[src/rtl/pll_reconf_ctrl_if.sv]
// +--------------------------------------------------------------------------+
// | Module   : pll_reconf_ctrl_if                                            |
// | Brief    : Request/status bus and PLLA MDRP bus seen by pll_reconf_ctrl. |
// |            slave  = the reconfiguration controller.                      |
// |            master = its environment (display control + PLL wrapper).     |
// | Revision : 1.0  initial release                                          |
// +--------------------------------------------------------------------------+
`default_nettype none

interface pll_reconf_ctrl_if;
   // request / status side
   logic       cfg_valid;
   logic       cfg_ready;
   logic [7:0] cfg_mdiv;
   logic [7:0] cfg_odiv0;
   logic       busy;
   logic       done;
   logic       err;
   logic [1:0] err_code;
   logic       pll_locked;
   // PLL side
   logic       pll_reset;
   logic       pll_lock;
   logic       md_clk;
   logic [1:0] md_opc;
   logic       md_ainc;
   logic [7:0] md_wdi;
   logic [7:0] md_rdo;

   modport slave (
      input  cfg_valid, cfg_mdiv, cfg_odiv0, pll_lock, md_rdo,
      output cfg_ready, busy, done, err, err_code, pll_locked,
             pll_reset, md_clk, md_opc, md_ainc, md_wdi
   );

   modport master (
      output cfg_valid, cfg_mdiv, cfg_odiv0, pll_lock, md_rdo,
      input  cfg_ready, busy, done, err, err_code, pll_locked,
             pll_reset, md_clk, md_opc, md_ainc, md_wdi
   );
endinterface

`default_nettype wire

[src/rtl/pll_reconf_ctrl.sv]
// +--------------------------------------------------------------------------+
// | Module   : pll_reconf_ctrl                                               |
// | Brief    : Retunes the pixel-clock PLL through its MDRP port. Writes     |
// |            MDIV then ODIV0 with the PLL held in reset, reads each one    |
// |            back, releases reset and qualifies lock with a timeout.       |
// | Revision : 1.0  initial release                                          |
// +--------------------------------------------------------------------------+
`default_nettype none

module pll_reconf_ctrl #(
   parameter logic [7:0] MDIV_ADDR    = 8'h04,
   parameter logic [7:0] ODIV0_ADDR   = 8'h08,
   parameter logic [1:0] OPC_NOP      = 2'b00,
   parameter logic [1:0] OPC_ADDR     = 2'b11,
   parameter logic [1:0] OPC_WR       = 2'b01,
   parameter logic [1:0] OPC_RD       = 2'b10,
   parameter int         RST_HOLD     = 16,
   parameter int         LOCK_STABLE  = 64,
   parameter int         LOCK_TIMEOUT = 100000
) (
   input  wire logic         clk,
   input  wire logic         rst_n,
   pll_reconf_ctrl_if.slave  bus
);

   localparam int HCNT_W = $clog2(RST_HOLD + 1);
   localparam int LCNT_W = $clog2(LOCK_STABLE + 1);
   localparam int TCNT_W = $clog2(LOCK_TIMEOUT + 1);

   // RST_HOLD..CAP are kept consecutive: md_clk runs only inside that range
   localparam logic [3:0] S_IDLE      = 4'd0;
   localparam logic [3:0] S_RST_HOLD  = 4'd1;
   localparam logic [3:0] S_ADDR      = 4'd2;
   localparam logic [3:0] S_WR        = 4'd3;
   localparam logic [3:0] S_RD        = 4'd4;
   localparam logic [3:0] S_CAP       = 4'd5;
   localparam logic [3:0] S_NEXT      = 4'd6;
   localparam logic [3:0] S_REL       = 4'd7;
   localparam logic [3:0] S_WAIT_LOCK = 4'd8;
   localparam logic [3:0] S_FIN       = 4'd9;

   logic [3:0]        state_q, state_d;
   logic              phase_q, phase_d;
   logic              idx_q, idx_d;
   logic [7:0]        mdiv_q, mdiv_d;
   logic [7:0]        odiv0_q, odiv0_d;
   logic [HCNT_W-1:0] hcnt_q, hcnt_d;
   logic [LCNT_W-1:0] lcnt_q, lcnt_d;
   logic [TCNT_W-1:0] tcnt_q, tcnt_d;
   logic              lock_meta_q, lock_meta_d;
   logic              lock_sync_q, lock_sync_d;
   logic              pll_reset_q, pll_reset_d;
   logic              pll_locked_q, pll_locked_d;
   logic              done_q, done_d;
   logic              err_q, err_d;
   logic [1:0]        err_code_q, err_code_d;
   logic              md_clk_q, md_clk_d;
   logic [1:0]        md_opc_q, md_opc_d;
   logic [7:0]        md_wdi_q, md_wdi_d;

   // data written to the register currently being checked in CAP
   logic [7:0] cur_data;
   assign cur_data = idx_q ? odiv0_q : mdiv_q;

   // next-state, counters and MDRP bus values for the coming cycle
   always_comb begin
      state_d      = state_q;
      phase_d      = 1'b0;
      idx_d        = idx_q;
      mdiv_d       = mdiv_q;
      odiv0_d      = odiv0_q;
      hcnt_d       = '0;
      lcnt_d       = lcnt_q;
      tcnt_d       = '0;
      lock_meta_d  = bus.pll_lock;
      lock_sync_d  = lock_meta_q;
      pll_reset_d  = pll_reset_q;
      pll_locked_d = pll_locked_q;
      done_d       = 1'b0;
      err_d        = 1'b0;
      err_code_d   = err_code_q;
      md_clk_d     = 1'b0;
      md_opc_d     = OPC_NOP;
      md_wdi_d     = 8'h00;

      case (state_q)
         S_IDLE: begin
            // free-running lock qualifier while no request is in flight
            if (lock_sync_q) begin
               if (lcnt_q != LCNT_W'(LOCK_STABLE))
                  lcnt_d = lcnt_q + 1'b1;
               if (lcnt_q >= LCNT_W'(LOCK_STABLE - 1))
                  pll_locked_d = 1'b1;
            end else begin
               lcnt_d       = '0;
               pll_locked_d = 1'b0;
            end
            if (bus.cfg_valid) begin
               mdiv_d       = bus.cfg_mdiv;
               odiv0_d      = bus.cfg_odiv0;
               idx_d        = 1'b0;
               err_code_d   = 2'd0;
               pll_locked_d = 1'b0;
               lcnt_d       = '0;
               if (bus.cfg_mdiv == 8'h00 || bus.cfg_odiv0 == 8'h00) begin
                  // a zero divider is never legal: reject without touching the PLL
                  err_d      = 1'b1;
                  err_code_d = 2'd1;
               end else begin
                  state_d     = S_RST_HOLD;
                  pll_reset_d = 1'b1;
               end
            end
         end
         S_RST_HOLD: begin
            phase_d = ~phase_q;
            hcnt_d  = hcnt_q + 1'b1;
            if (hcnt_q == HCNT_W'(RST_HOLD - 1)) begin
               state_d = S_ADDR;
               phase_d = 1'b0;
               hcnt_d  = '0;
            end
         end
         S_ADDR, S_WR, S_RD: begin
            phase_d = ~phase_q;
            if (phase_q)
               state_d = state_q + 4'd1;
         end
         S_CAP: begin
            phase_d = ~phase_q;
            if (phase_q) begin
               phase_d = 1'b0;
               if (bus.md_rdo != cur_data) begin
                  // PLL is left in reset so it never runs on a half-written config
                  state_d    = S_IDLE;
                  err_d      = 1'b1;
                  err_code_d = 2'd2;
               end else begin
                  state_d = S_NEXT;
               end
            end
         end
         S_NEXT: begin
            if (!idx_q) begin
               idx_d   = 1'b1;
               state_d = S_ADDR;
            end else begin
               state_d     = S_REL;
               pll_reset_d = 1'b0;
            end
         end
         S_REL: begin
            state_d = S_WAIT_LOCK;
            tcnt_d  = tcnt_q + 1'b1;
            lcnt_d  = '0;
         end
         S_WAIT_LOCK: begin
            tcnt_d = tcnt_q + 1'b1;
            lcnt_d = lock_sync_q ? lcnt_q + 1'b1 : '0;
            // lock wins over a timeout landing in the same cycle
            if (lock_sync_q && lcnt_q == LCNT_W'(LOCK_STABLE - 1)) begin
               state_d      = S_FIN;
               pll_locked_d = 1'b1;
               done_d       = 1'b1;
               lcnt_d       = LCNT_W'(LOCK_STABLE);
            end else if (tcnt_q == TCNT_W'(LOCK_TIMEOUT - 1)) begin
               state_d    = S_IDLE;
               err_d      = 1'b1;
               err_code_d = 2'd3;
               lcnt_d     = '0;
            end
         end
         S_FIN: begin
            state_d = S_IDLE;
         end
         default: begin
            state_d = S_IDLE;
         end
      endcase

      // MDRP bus follows the state being entered so it is stable for the whole slot
      if (state_d >= S_RST_HOLD && state_d <= S_CAP)
         md_clk_d = phase_d;
      case (state_d)
         S_ADDR: begin
            md_opc_d = OPC_ADDR;
            md_wdi_d = idx_d ? ODIV0_ADDR : MDIV_ADDR;
         end
         S_WR: begin
            md_opc_d = OPC_WR;
            md_wdi_d = idx_d ? odiv0_q : mdiv_q;
         end
         S_RD:    md_opc_d = OPC_RD;
         default: md_opc_d = OPC_NOP;
      endcase
   end

   // state and output registers; reset clears everything including pll_reset
   always_ff @(posedge clk or negedge rst_n) begin
      if (!rst_n) begin
         state_q      <= S_IDLE;
         phase_q      <= 1'b0;
         idx_q        <= 1'b0;
         mdiv_q       <= 8'h00;
         odiv0_q      <= 8'h00;
         hcnt_q       <= '0;
         lcnt_q       <= '0;
         tcnt_q       <= '0;
         lock_meta_q  <= 1'b0;
         lock_sync_q  <= 1'b0;
         pll_reset_q  <= 1'b0;
         pll_locked_q <= 1'b0;
         done_q       <= 1'b0;
         err_q        <= 1'b0;
         err_code_q   <= 2'd0;
         md_clk_q     <= 1'b0;
         md_opc_q     <= OPC_NOP;
         md_wdi_q     <= 8'h00;
      end else begin
         state_q      <= state_d;
         phase_q      <= phase_d;
         idx_q        <= idx_d;
         mdiv_q       <= mdiv_d;
         odiv0_q      <= odiv0_d;
         hcnt_q       <= hcnt_d;
         lcnt_q       <= lcnt_d;
         tcnt_q       <= tcnt_d;
         lock_meta_q  <= lock_meta_d;
         lock_sync_q  <= lock_sync_d;
         pll_reset_q  <= pll_reset_d;
         pll_locked_q <= pll_locked_d;
         done_q       <= done_d;
         err_q        <= err_d;
         err_code_q   <= err_code_d;
         md_clk_q     <= md_clk_d;
         md_opc_q     <= md_opc_d;
         md_wdi_q     <= md_wdi_d;
      end
   end

   assign bus.cfg_ready  = (state_q == S_IDLE);
   assign bus.busy       = (state_q != S_IDLE);
   assign bus.done       = done_q;
   assign bus.err        = err_q;
   assign bus.err_code   = err_code_q;
   assign bus.pll_locked = pll_locked_q;
   assign bus.pll_reset  = pll_reset_q;
   assign bus.md_clk     = md_clk_q;
   assign bus.md_opc     = md_opc_q;
   assign bus.md_ainc    = 1'b0;
   assign bus.md_wdi     = md_wdi_q;

endmodule

`default_nettype wire

[src/flat_wrapper.sv]
// flat-port wrapper written by rule: the top's interface ports become plain ports
module pll_reconf_ctrl_flat 
#(
   parameter logic [7:0] MDIV_ADDR    = 8'h04,
   parameter logic [7:0] ODIV0_ADDR   = 8'h08,
   parameter logic [1:0] OPC_NOP      = 2'b00,
   parameter logic [1:0] OPC_ADDR     = 2'b11,
   parameter logic [1:0] OPC_WR       = 2'b01,
   parameter logic [1:0] OPC_RD       = 2'b10,
   parameter int         RST_HOLD     = 16,
   parameter int         LOCK_STABLE  = 64,
   parameter int         LOCK_TIMEOUT = 100000
)
  (clk, rst_n, bus_cfg_valid, bus_cfg_mdiv, bus_cfg_odiv0, bus_pll_lock, bus_md_rdo, bus_cfg_ready, bus_busy, bus_done, bus_err, bus_err_code, bus_pll_locked, bus_pll_reset, bus_md_clk, bus_md_opc, bus_md_ainc, bus_md_wdi);
  pll_reconf_ctrl_if bus_i ();
  input  wire logic clk;
  input  wire logic rst_n;
  input wire logic [$bits(bus_i.cfg_valid)-1:0] bus_cfg_valid;
  input wire logic [$bits(bus_i.cfg_mdiv)-1:0] bus_cfg_mdiv;
  input wire logic [$bits(bus_i.cfg_odiv0)-1:0] bus_cfg_odiv0;
  input wire logic [$bits(bus_i.pll_lock)-1:0] bus_pll_lock;
  input wire logic [$bits(bus_i.md_rdo)-1:0] bus_md_rdo;
  output wire logic [$bits(bus_i.cfg_ready)-1:0] bus_cfg_ready;
  output wire logic [$bits(bus_i.busy)-1:0] bus_busy;
  output wire logic [$bits(bus_i.done)-1:0] bus_done;
  output wire logic [$bits(bus_i.err)-1:0] bus_err;
  output wire logic [$bits(bus_i.err_code)-1:0] bus_err_code;
  output wire logic [$bits(bus_i.pll_locked)-1:0] bus_pll_locked;
  output wire logic [$bits(bus_i.pll_reset)-1:0] bus_pll_reset;
  output wire logic [$bits(bus_i.md_clk)-1:0] bus_md_clk;
  output wire logic [$bits(bus_i.md_opc)-1:0] bus_md_opc;
  output wire logic [$bits(bus_i.md_ainc)-1:0] bus_md_ainc;
  output wire logic [$bits(bus_i.md_wdi)-1:0] bus_md_wdi;
  assign bus_i.cfg_valid = bus_cfg_valid;
  assign bus_i.cfg_mdiv = bus_cfg_mdiv;
  assign bus_i.cfg_odiv0 = bus_cfg_odiv0;
  assign bus_i.pll_lock = bus_pll_lock;
  assign bus_i.md_rdo = bus_md_rdo;
  assign bus_cfg_ready = bus_i.cfg_ready;
  assign bus_busy = bus_i.busy;
  assign bus_done = bus_i.done;
  assign bus_err = bus_i.err;
  assign bus_err_code = bus_i.err_code;
  assign bus_pll_locked = bus_i.pll_locked;
  assign bus_pll_reset = bus_i.pll_reset;
  assign bus_md_clk = bus_i.md_clk;
  assign bus_md_opc = bus_i.md_opc;
  assign bus_md_ainc = bus_i.md_ainc;
  assign bus_md_wdi = bus_i.md_wdi;
  pll_reconf_ctrl #(.MDIV_ADDR(MDIV_ADDR), .ODIV0_ADDR(ODIV0_ADDR), .OPC_NOP(OPC_NOP), .OPC_ADDR(OPC_ADDR), .OPC_WR(OPC_WR), .OPC_RD(OPC_RD), .RST_HOLD(RST_HOLD), .LOCK_STABLE(LOCK_STABLE), .LOCK_TIMEOUT(LOCK_TIMEOUT)) u_core (.clk(clk), .rst_n(rst_n), .bus(bus_i));
endmodule
[config.mk]
export PLATFORM = sky130hd
export DESIGN_NAME = pll_reconf_ctrl_flat
export DESIGN_NICKNAME = d
export VERILOG_FILES = /design/src/rtl/pll_reconf_ctrl_if.sv /design/src/rtl/pll_reconf_ctrl.sv /design/src/flat_wrapper.sv
export SDC_FILE = /design/constraint.sdc
export NUM_CORES = 1
export LEC_CHECK = 0
export BUFFER_PORTS_ARGS = -buffer_cell sky130_fd_sc_hd__buf_2
export CAP_MARGIN = 25
export CORE_ASPECT_RATIO = 0.6
export CORE_MARGIN = 1
export CORE_UTILIZATION = 64
export CTS_BUF_LIST = sky130_fd_sc_hd__clkbuf_8
export DETAILED_ROUTE_END_ITERATION = 12
export PLACE_DENSITY = 0.87
export SETUP_SLACK_MARGIN = 0.02
export SKIP_CTS_REPAIR_TIMING = 1
export SYNTH_ARGS = -nofsm -noshare
export SYNTH_HDL_FRONTEND = slang
export SYNTH_SLANG_ARGS = --single-unit
[constraint.sdc]
create_clock -name clk -period 3.4 [get_ports clk]
set_clock_uncertainty 0.1 [all_clocks]
set_input_delay 0.68 -clock clk [delete_from_list [all_inputs] [get_ports clk]]
set_output_delay 0.68 -clock clk [all_outputs]
set_load 0.02 [all_outputs]
Word-level counts from Yosys, hierarchy flattened
Cells that the tools add are included.
Widths: inputs -> output; s select.
Storage, ports and cells
  bits in registers: 70
  bits of input ports: 28
  output and inout bits: 20
Operators by class
  add/sub/neg operators: 4
  order comparisons: 3
  eq/ne operators: 26
  muxes and demuxes: 56
  bitwise gates (word level): 1
  reduce and logical (&&, ||, !) cells: 18
Operator list (count)
  $mux 7: 6
  $mux 4: 8
  $pmux 4 s7: 1
  $pmux 7 s3: 1
  $eq 4x3->1 const B: 5
  $mux 1: 20
  $add 17x1->17 const B: 1
  $eq 17x17->1 const B: 1
  $mux 17: 1
  $eq 4x2->1 const B: 4
  $logic_not 8->1: 2
  $mux 8: 2
  $pmux 8 s2: 1
  $pmux 2 s3: 2
  $mux 2: 5
  $mux 5: 2
  $ne 2x1->1 const B: 5
  $ne 4x4->1 const B: 2
  $ne 8x8->1: 1
  $add 7x1->7 const B: 1
  $eq 7x6->1 const B: 1
  $ge 7x6->1 const B: 1
  $ne 7x7->1 const B: 1
  $mux 3: 2
  23 further kinds: 32

Longest topological paths before layout
Gate-level depths: netlist (run 1).
  depth in word-level cells: 8
  gate-level depth with buffers: 10
  mapped depth without buffers: 9

Least setup slack after synthesis (run 1)
OpenSTA, ideal clock, no wires.
  path type: register to register
  start point: reg u_core.state_q[1]
  end point: reg u_core.mdiv_q[0]
  library setup time: 0.125 ns
  arrival time: 2.052 ns
  path slack: 1.123 ns
  cell stages (with the launch flop): 8
  path buffers: 2
  path through: dfrtp_1 > inv_1 > ha_1 > buf_2 > nand2_1 > nor3_2 > clkbuf_1 > mux2_2
On the way
  word-level cells in the longest chain between the ends: 2
Ends and longest elaborated chain
  start, declared: RTL line pll_reconf_ctrl.sv:42  | logic [3:0] state_q, state_d;
  start signal, assigned: RTL line pll_reconf_ctrl.sv:220  | state_q <= state_d;
  $logic_not 4->1: RTL line pll_reconf_ctrl.sv:86  | case (state_q)
  $reduce_and 2->1 (no source line)
  end signal, assigned: RTL line pll_reconf_ctrl.sv:223  | mdiv_q <= mdiv_d;
  end, declared: RTL line pll_reconf_ctrl.sv:45  | logic [7:0] mdiv_q, mdiv_d;
Every way passes these cells.
A chain may end at the register's enable or synchronous reset.

Final worst setup path (run 1)
  start point: reg u_core.state_q[1]
  end point: reg u_core.md_wdi_q[5] (netlist: u_core.bus.md_wdi[5])
On the way
  word-level cells in the longest chain between the ends: 5
Ends and longest elaborated chain
  $eq 4x2->1 / $eq 4x3->1 (equally long branches): RTL line pll_reconf_ctrl.sv:86
  $reduce_or 3->1: RTL line pll_reconf_ctrl.sv:86
  $pmux 4 s7 *: RTL line pll_reconf_ctrl.sv:86
  via u_core.state_d[0]: RTL line pll_reconf_ctrl.sv:42
  $eq 4x2->1: RTL line pll_reconf_ctrl.sv:184  | case (state_d)
  $pmux 8 s2 *: RTL line pll_reconf_ctrl.sv:184
  via u_core.md_wdi_d[5]: RTL line pll_reconf_ctrl.sv:59  | logic [7:0] md_wdi_q, md_wdi_d;
  end signal, assigned: RTL line pll_reconf_ctrl.sv:237  | md_wdi_q <= md_wdi_d;
  end, declared: RTL line pll_reconf_ctrl.sv:59
Mark *: on every way through the listed nets, which the timed path passes. The rest lies on a longest branch.

==> results of run 1 <==
-- registers in the layout, indices dropped and copies added (netlist names), 4 cells and up --
register / count
u_core.tcnt_q: 17
u_core.bus.md_wdi: 8
u_core.mdiv_q: 8
u_core.odiv0_q: 8
u_core.lcnt_q: 7
u_core.hcnt_q: 5
u_core.state_q: 4
-- per-stage QoR --
step           instances  setup slack [ps]  hold WS, ps
2_1_floorplan        347              1120          231
3_3_place_gp         462               798          233
3_5_place_dp         462               737          236
4_1_cts              477               702          251
5_1_grt              477               466          256
6_report             477               568          250
-- path summary, 6_finish.rpt --
check                                   start              endpoint  slack (ps)  cells past startpoint
setup / recovery            u_core.state_q[1]  u_core.bus.md_wdi[5]         570                      9
hold / removal             u_core.lock_meta_q    u_core.lock_sync_q         250                      0
setup reg to reg            u_core.state_q[1]  u_core.bus.md_wdi[5]         570                      9
hold reg to reg            u_core.lock_meta_q    u_core.lock_sync_q         250                      0
max in group asynchronous               rst_n  u_core.bus.pll_reset        2270                      2
min in group asynchronous               rst_n     u_core.tcnt_q[12]         280                      1
-- worst max-delay path, stage by stage (launching register included) --
cell and delay [ps]:
dfrtp_1 470, inv_1 140, ha_1 370, nand3b_1 190, a41oi_1 500, o21ai_0 170
and4_1 270, inv_2 100, nand4b_1 240, nor2_1 190
-- cell families (layout without fill, tap and decap cells) --
| kind of cell | Yosys count | in the layout |
|---|---|---|
| DFF | 70 | 70 |
| buffers and inverters | 28 | 81 |
| AOI/OAI and AO/OA | 62 | 62 |
| other | 1 | 1 |
| adders and majority gates | 9 | 9 |
| and+or+nand+nor | 122 | 122 |
| xor gates and xnor gates | 22 | 22 |
| muxes | 33 | 33 |
-- layout make-up --
type	count	area, sq um
Clock buffer	11	151
Timing Repair Buffer	49	265
Clock inverter	4	16.3
Multi-Input combinational cell	249	1780
Fill cell	358	1160
Tap cell	77	96.3
Inverter	17	63.8
Sequential cell	70	1750
-- placed cells by master (no fill, tap or decap), types with 5 or more instances in the layout --
| master | n |
|---|---|
| a21oi_1 | 12 |
| nand2_1 | 18 |
| clkbuf_8 | 11 |
| xnor2_1 | 13 |
| nand4_1 | 5 |
| buf_2 | 46 |
| mux2_2 | 16 |
| ha_1 | 9 |
| and3_1 | 5 |
| nor2_1 | 29 |
| inv_1 | 19 |
| nor4_1 | 5 |
| mux2i_1 | 17 |
| o21ai_0 | 16 |
| xor2_1 | 9 |
| nand3_1 | 18 |
| dfrtp_1 | 70 |
| nor2b_1 | 7 |
-- layer usage --
layer | vias up | track usage (%) | wire length [microns]
met5 | - | 0 | 0
met4 | 0 | 10.5 | 106
met3 | 11 | 10.1 | 822
met2 | 142 | 42.5 | 3430
met1 | 1372 | 48.1 | 4140
li1 | 1342 | - | -
-- power breakdown --
part	internal, uW	switching [uW]
Clock	291	289
Combinational	496	698
Sequential	1030	203
==> flow_metrics.env, run 1 <==
export IMPL_hold_path_class="reg2reg"
export IMPL_synth_fa_ha_area_share_pct=3.08
export IMPL_avgSynthCellArea_sq_um=10.5
export IMPL_crit_fanout=10
export IMPL_yosysWarnings=0
export IMPL_die_w_microns=99.5
export IMPL_fin_total_pwr_uw=3010
export IMPL_cts_buffers=9
export IMPL_synth_area_mux_share_pct=9.60
export IMPL_wirelength_microns=8500
export IMPL_fmax_mhz=353
export IMPL_fin_crit_ps=2830
export IMPL_arrival_ps=3000
export IMPL_ys_seq_elements=70
export IMPL_vias=2867
export IMPL_synth_compound_area_share_pct=11.6
export IMPL_drt_iter0_drc=193
export IMPL_finalSetupViolations=0
export IMPL_cts_tree="yes"
export IMPL_ant_nets=0
export IMPL_dpl_cell_area_sq_mm=0.00396
export IMPL_grt_pass1_vias=2651
export IMPL_grt_use_total_pct=31.6
export IMPL_tightest_slew_ps=729
export IMPL_antenna_found_initial=0
export IMPL_ir_drop_mv=0.457
export IMPL_grt_overflow_total=0
export IMPL_synthSimpleGateAreaFrac_pct=19.0
export IMPL_fp_row_count=20
export IMPL_gp_congestion=0.900
export IMPL_p_per_area_mw_per_mm2=730
export IMPL_grt_pass1_wl_microns=13800
export IMPL_slew_headroom_pct=51.4
export IMPL_netlist_instances=347
export IMPL_synth_top_family_by_area="simple AND/OR/NAND/NOR gates"
export IMPL_synth_top_cell_by_area="dfrtp_1"
export IMPL_hold_viol=0
export IMPL_nets=433
export IMPL_hpwl_microns=6120
export IMPL_via_per_inst=6.01
export IMPL_grt_max_degree=41
export IMPL_syn_nets=384
export IMPL_wl_per_cell_microns=17.8
export IMPL_crit_required_ps=3570
export IMPL_outcome="finished, final reports clean"
export IMPL_crit_path_start_kind="flop"
export IMPL_core_area_sq_mm=0.00528
export IMPL_clk_insertion_delay_late_ps=350
export IMPL_worstSetupPathType="reg2reg"
export IMPL_crit_path_end_kind="flop"
export IMPL_final_area_sq_mm=0.00412
export IMPL_cts_root_buf="clkbuf_8"
export IMPL_htree_num_levels=3
export IMPL_firstDrtPassIters=5
export IMPL_synth_xor_area_share_pct=5.28
export IMPL_netlist_area_sq_mm=0.00365
export IMPL_synth_edff_count=0
export IMPL_yosysMostFrequentCell="dfrtp_1"
export IMPL_post_route_util_pct=78.1
export IMPL_rsz0062_at_grt="no"
export IMPL_cts_buffer_depth=2
export IMPL_clk_pin_slew_ps=70
export IMPL_synth_area_leaders="dfrtp_1 (48%), mux2_2 (4.9%), mux2i_1 (4.7%)"
export IMPL_area_growth_pct=12.9
export IMPL_power_leakage_uw=0.00186
export IMPL_initial_core_util_pct=69.1
export IMPL_ios=48
export IMPL_ys_top_cells_by_count="dfrtp_1 (70), nor2_1 (29), nand2_1 (18), nand3_1 (18), mux2i_1 (17)"
export IMPL_synthFlopType="dfrtp_1"
export IMPL_timing_final_crit_share_pct=83.3
export IMPL_drc=0
export IMPL_netlist_area_leader_share_pct=48.0
export IMPL_die_h_microns=60.5
export IMPL_fin_setup_tns_ps=0
export IMPL_maxCapViolations=0
export IMPL_ys_async_sr_fraction_pct=100
export IMPL_layout_drive_gt1_share_pct=22.3
export IMPL_die_area_sq_mm=0.00602
export IMPL_cts_sinks=70
export IMPL_slew_violations=0
export IMPL_antenna_cells=0
export IMPL_yosysUniqueCellTypes=57
export IMPL_ys_seq_area_share_pct=48.0
export IMPL_numPortBuffers=46
(Power assumes the default switching activity.)
==> inputs of run 2 (changes only) <==
Settings changed: CORE_UTILIZATION 64 to 54, PLACE_DENSITY 0.87 to 0.78.
Clock period 3.4 ns to 2.4 ns, I/O delays scaled along.
==> run 2 against run 1 <==
Combinational power rose by 70%. Utilization fell by 7.1 points. Highest routed layer unchanged. First-iteration DRC count rose by 12%. Worst hold slack got worse by 210 ps. Power rose by 59%.
==> flow_metrics.env, run 2 (synthesized netlist as in run 1, its figures left out) <==
export IMPL_outcome="finished, final reports clean"
export IMPL_cp_slowest_cell="dfrtp_2"
export IMPL_clk_insertion_delay_late_ps=340
export IMPL_critPathMaxStageDelay_ps=480
export IMPL_firstDrtPassIters=4
export IMPL_p_per_area_mw_per_mm2=1070
export IMPL_arrival_ps=2510
export IMPL_drc=0
export IMPL_p_int_uw=2970
export IMPL_ir_drop_mv=0.667
export IMPL_finalSetupViolations=0
export IMPL_numPortBuffers=46
export IMPL_crit_path_start_kind="flop"
export IMPL_wl_per_cell_microns=17.8
export IMPL_p_clk_share_pct=21.3
export IMPL_fmax_mhz=424
export IMPL_hold_viol=0
export IMPL_cp_startpoint="u_core.state_q[0]"
export IMPL_switching_share_pct=37.9
export IMPL_hpwl_microns=6530
export IMPL_clk_pin_slew_ps=70
export IMPL_antenna_cells=0
export IMPL_die_h_microns=65.7
export IMPL_cts_sinks=70
export IMPL_maxCapViolations=0
export IMPL_vias=2973
export IMPL_largest_reg_flops=17
export IMPL_grt_overflow_total=0
export IMPL_cts_tree="yes"
export IMPL_core_area_sq_mm=0.00630
export IMPL_wirelength_microns=9060
export IMPL_p_sw_uw=1820
export IMPL_layout_drive_gt1_share_pct=31.7
export IMPL_ios=48
export IMPL_initial_core_util_pct=57.9
export IMPL_gp_congestion=0.872
export IMPL_fin_crit_ps=2360
export IMPL_area_growth_pct=22.5
export IMPL_crit_end="u_core.lcnt_q[5]"
export IMPL_via_per_inst=5.83
export IMPL_reg2reg_from="u_core.state_q[0]"
export IMPL_crit_required_ps=2550
export IMPL_worstRegToRegCells=9
export IMPL_r2r_setup_slack_ps=40
export IMPL_cts_buffer_depth=2
export IMPL_dp_worst_setup_slack_ps=-77.0
export IMPL_crit_path_end_kind="flop"
export IMPL_nets=459
export IMPL_antenna_found_initial=0
export IMPL_grt_max_degree=46
export IMPL_setup_slack_ps=39.5
export IMPL_crit_fanout=7
export IMPL_die_area_sq_mm=0.00710
export IMPL_ant_nets=0
export IMPL_timing_final_crit_share_pct=98.4
export IMPL_slew_violations=0
export IMPL_fin_total_pwr_uw=4790
export IMPL_largest_register="u_core.tcnt_q"
export IMPL_cts_root_buf="clkbuf_8"
export IMPL_fin_cells=510
export IMPL_seq_power_share_pct=36.6
export IMPL_cts_buffers=9
export IMPL_placed_cells=488
export IMPL_hold_path_class="in2async"
export IMPL_grt_use_total_pct=26.7
export IMPL_power_leakage_uw=0.00201
export IMPL_grt_pass1_wl_microns=14000
export IMPL_final_common_cell="dfrtp_1"
export IMPL_die_w_microns=108
export IMPL_combPwrFrac_pct=42.2
export IMPL_tightest_slew_ps=594
export IMPL_most_common_layout_cells="dfrtp_1 (67), buf_2 (46), nor2_1 (29)"
export IMPL_drt_iter0_drc=216
export IMPL_worstSetupPathType="reg2reg"
export IMPL_htree_num_levels=3
export IMPL_path_cells="inv_4, ha_4, nand3b_1, a41oi_2, buf_4, a21o_1, nand2_2, or2_4, o31ai_2"
export IMPL_timing_rr_end="u_core.lcnt_q[5]"
export IMPL_slew_headroom_pct=60.4
export IMPL_fin_setup_tns_ps=0
export IMPL_fp_row_count=22
export IMPL_grt_pass1_vias=2784
==> run 2: cell types whose count changed in the layout (fill, tap and decap cells not counted), sizes merged <==
cell,delta
bufinv,+2
buf,+26
clkinv,+3
clkbuf,-2
inv,-3
==> run 2: power by group through the flow <==
| stage | logic, uW | registers (uW) | clock network [uW] |
|---|---|---|---|
| 2_1_floorplan | 1210 | 1710 | 0 |
| 3_3_place_gp | 1730 | 1720 | 0 |
| 3_5_place_dp | 1800 | 1740 | 0 |
| 4_1_cts | 1810 | 1720 | 1040 |
| 5_1_grt | 2170 | 1780 | 1090 |
| 6_report | 2020 | 1750 | 1020 |
==> run 2: worst min-delay path by stage <==
stage	to	depth (start not counted)
2_1_floorplan	u_core.bus.done	0
4_1_cts	u_core.tcnt_q[13]	1
6_report	u_core.tcnt_q[12]	1
5_1_grt	u_core.tcnt_q[13]	1
3_5_place_dp	u_core.lock_sync_q	0
3_3_place_gp	u_core.lock_sync_q	0
==> run 2: area by class of cell <==
class,count,area [sq um]
Clock buffer,9,124
Clock inverter,6,87.6
Fill cell,455,1830
Inverter,17,68.8
Multi-Input combinational cell,249,1860
Sequential cell,70,1760
Tap cell,84,105
Timing Repair Buffer,75,473
==> run 2: routing by layer <==
| metal | wire (microns) | GRT usage [%] |
|---|---|---|
| met1 | 4470 | 41.2 |
| met4 | 151 | 8.22 |
| met2 | 3850 | 35.6 |
| met5 | 0 | 0 |
| met3 | 591 | 7.44 |
==> run 2: worst max-delay path: cells and delay by family, from the launching register on <==
kind	cells	cell delay, ps
compound gates	3	700
simple gates	3	540
flops	1	480
buf+inv	2	280
fa+ha+maj	1	170
==> run 2: per-stage QoR <==
step	area (sq um)	utilization [%]	hold slack [ps]
floorplan	3650	-	84.4
global placement	4120	65.3	234
detailed placement	4120	65.3	236
CTS	4330	68.7	49.9
global route	4470	71.0	69.2
finish	4470	71.0	36.4
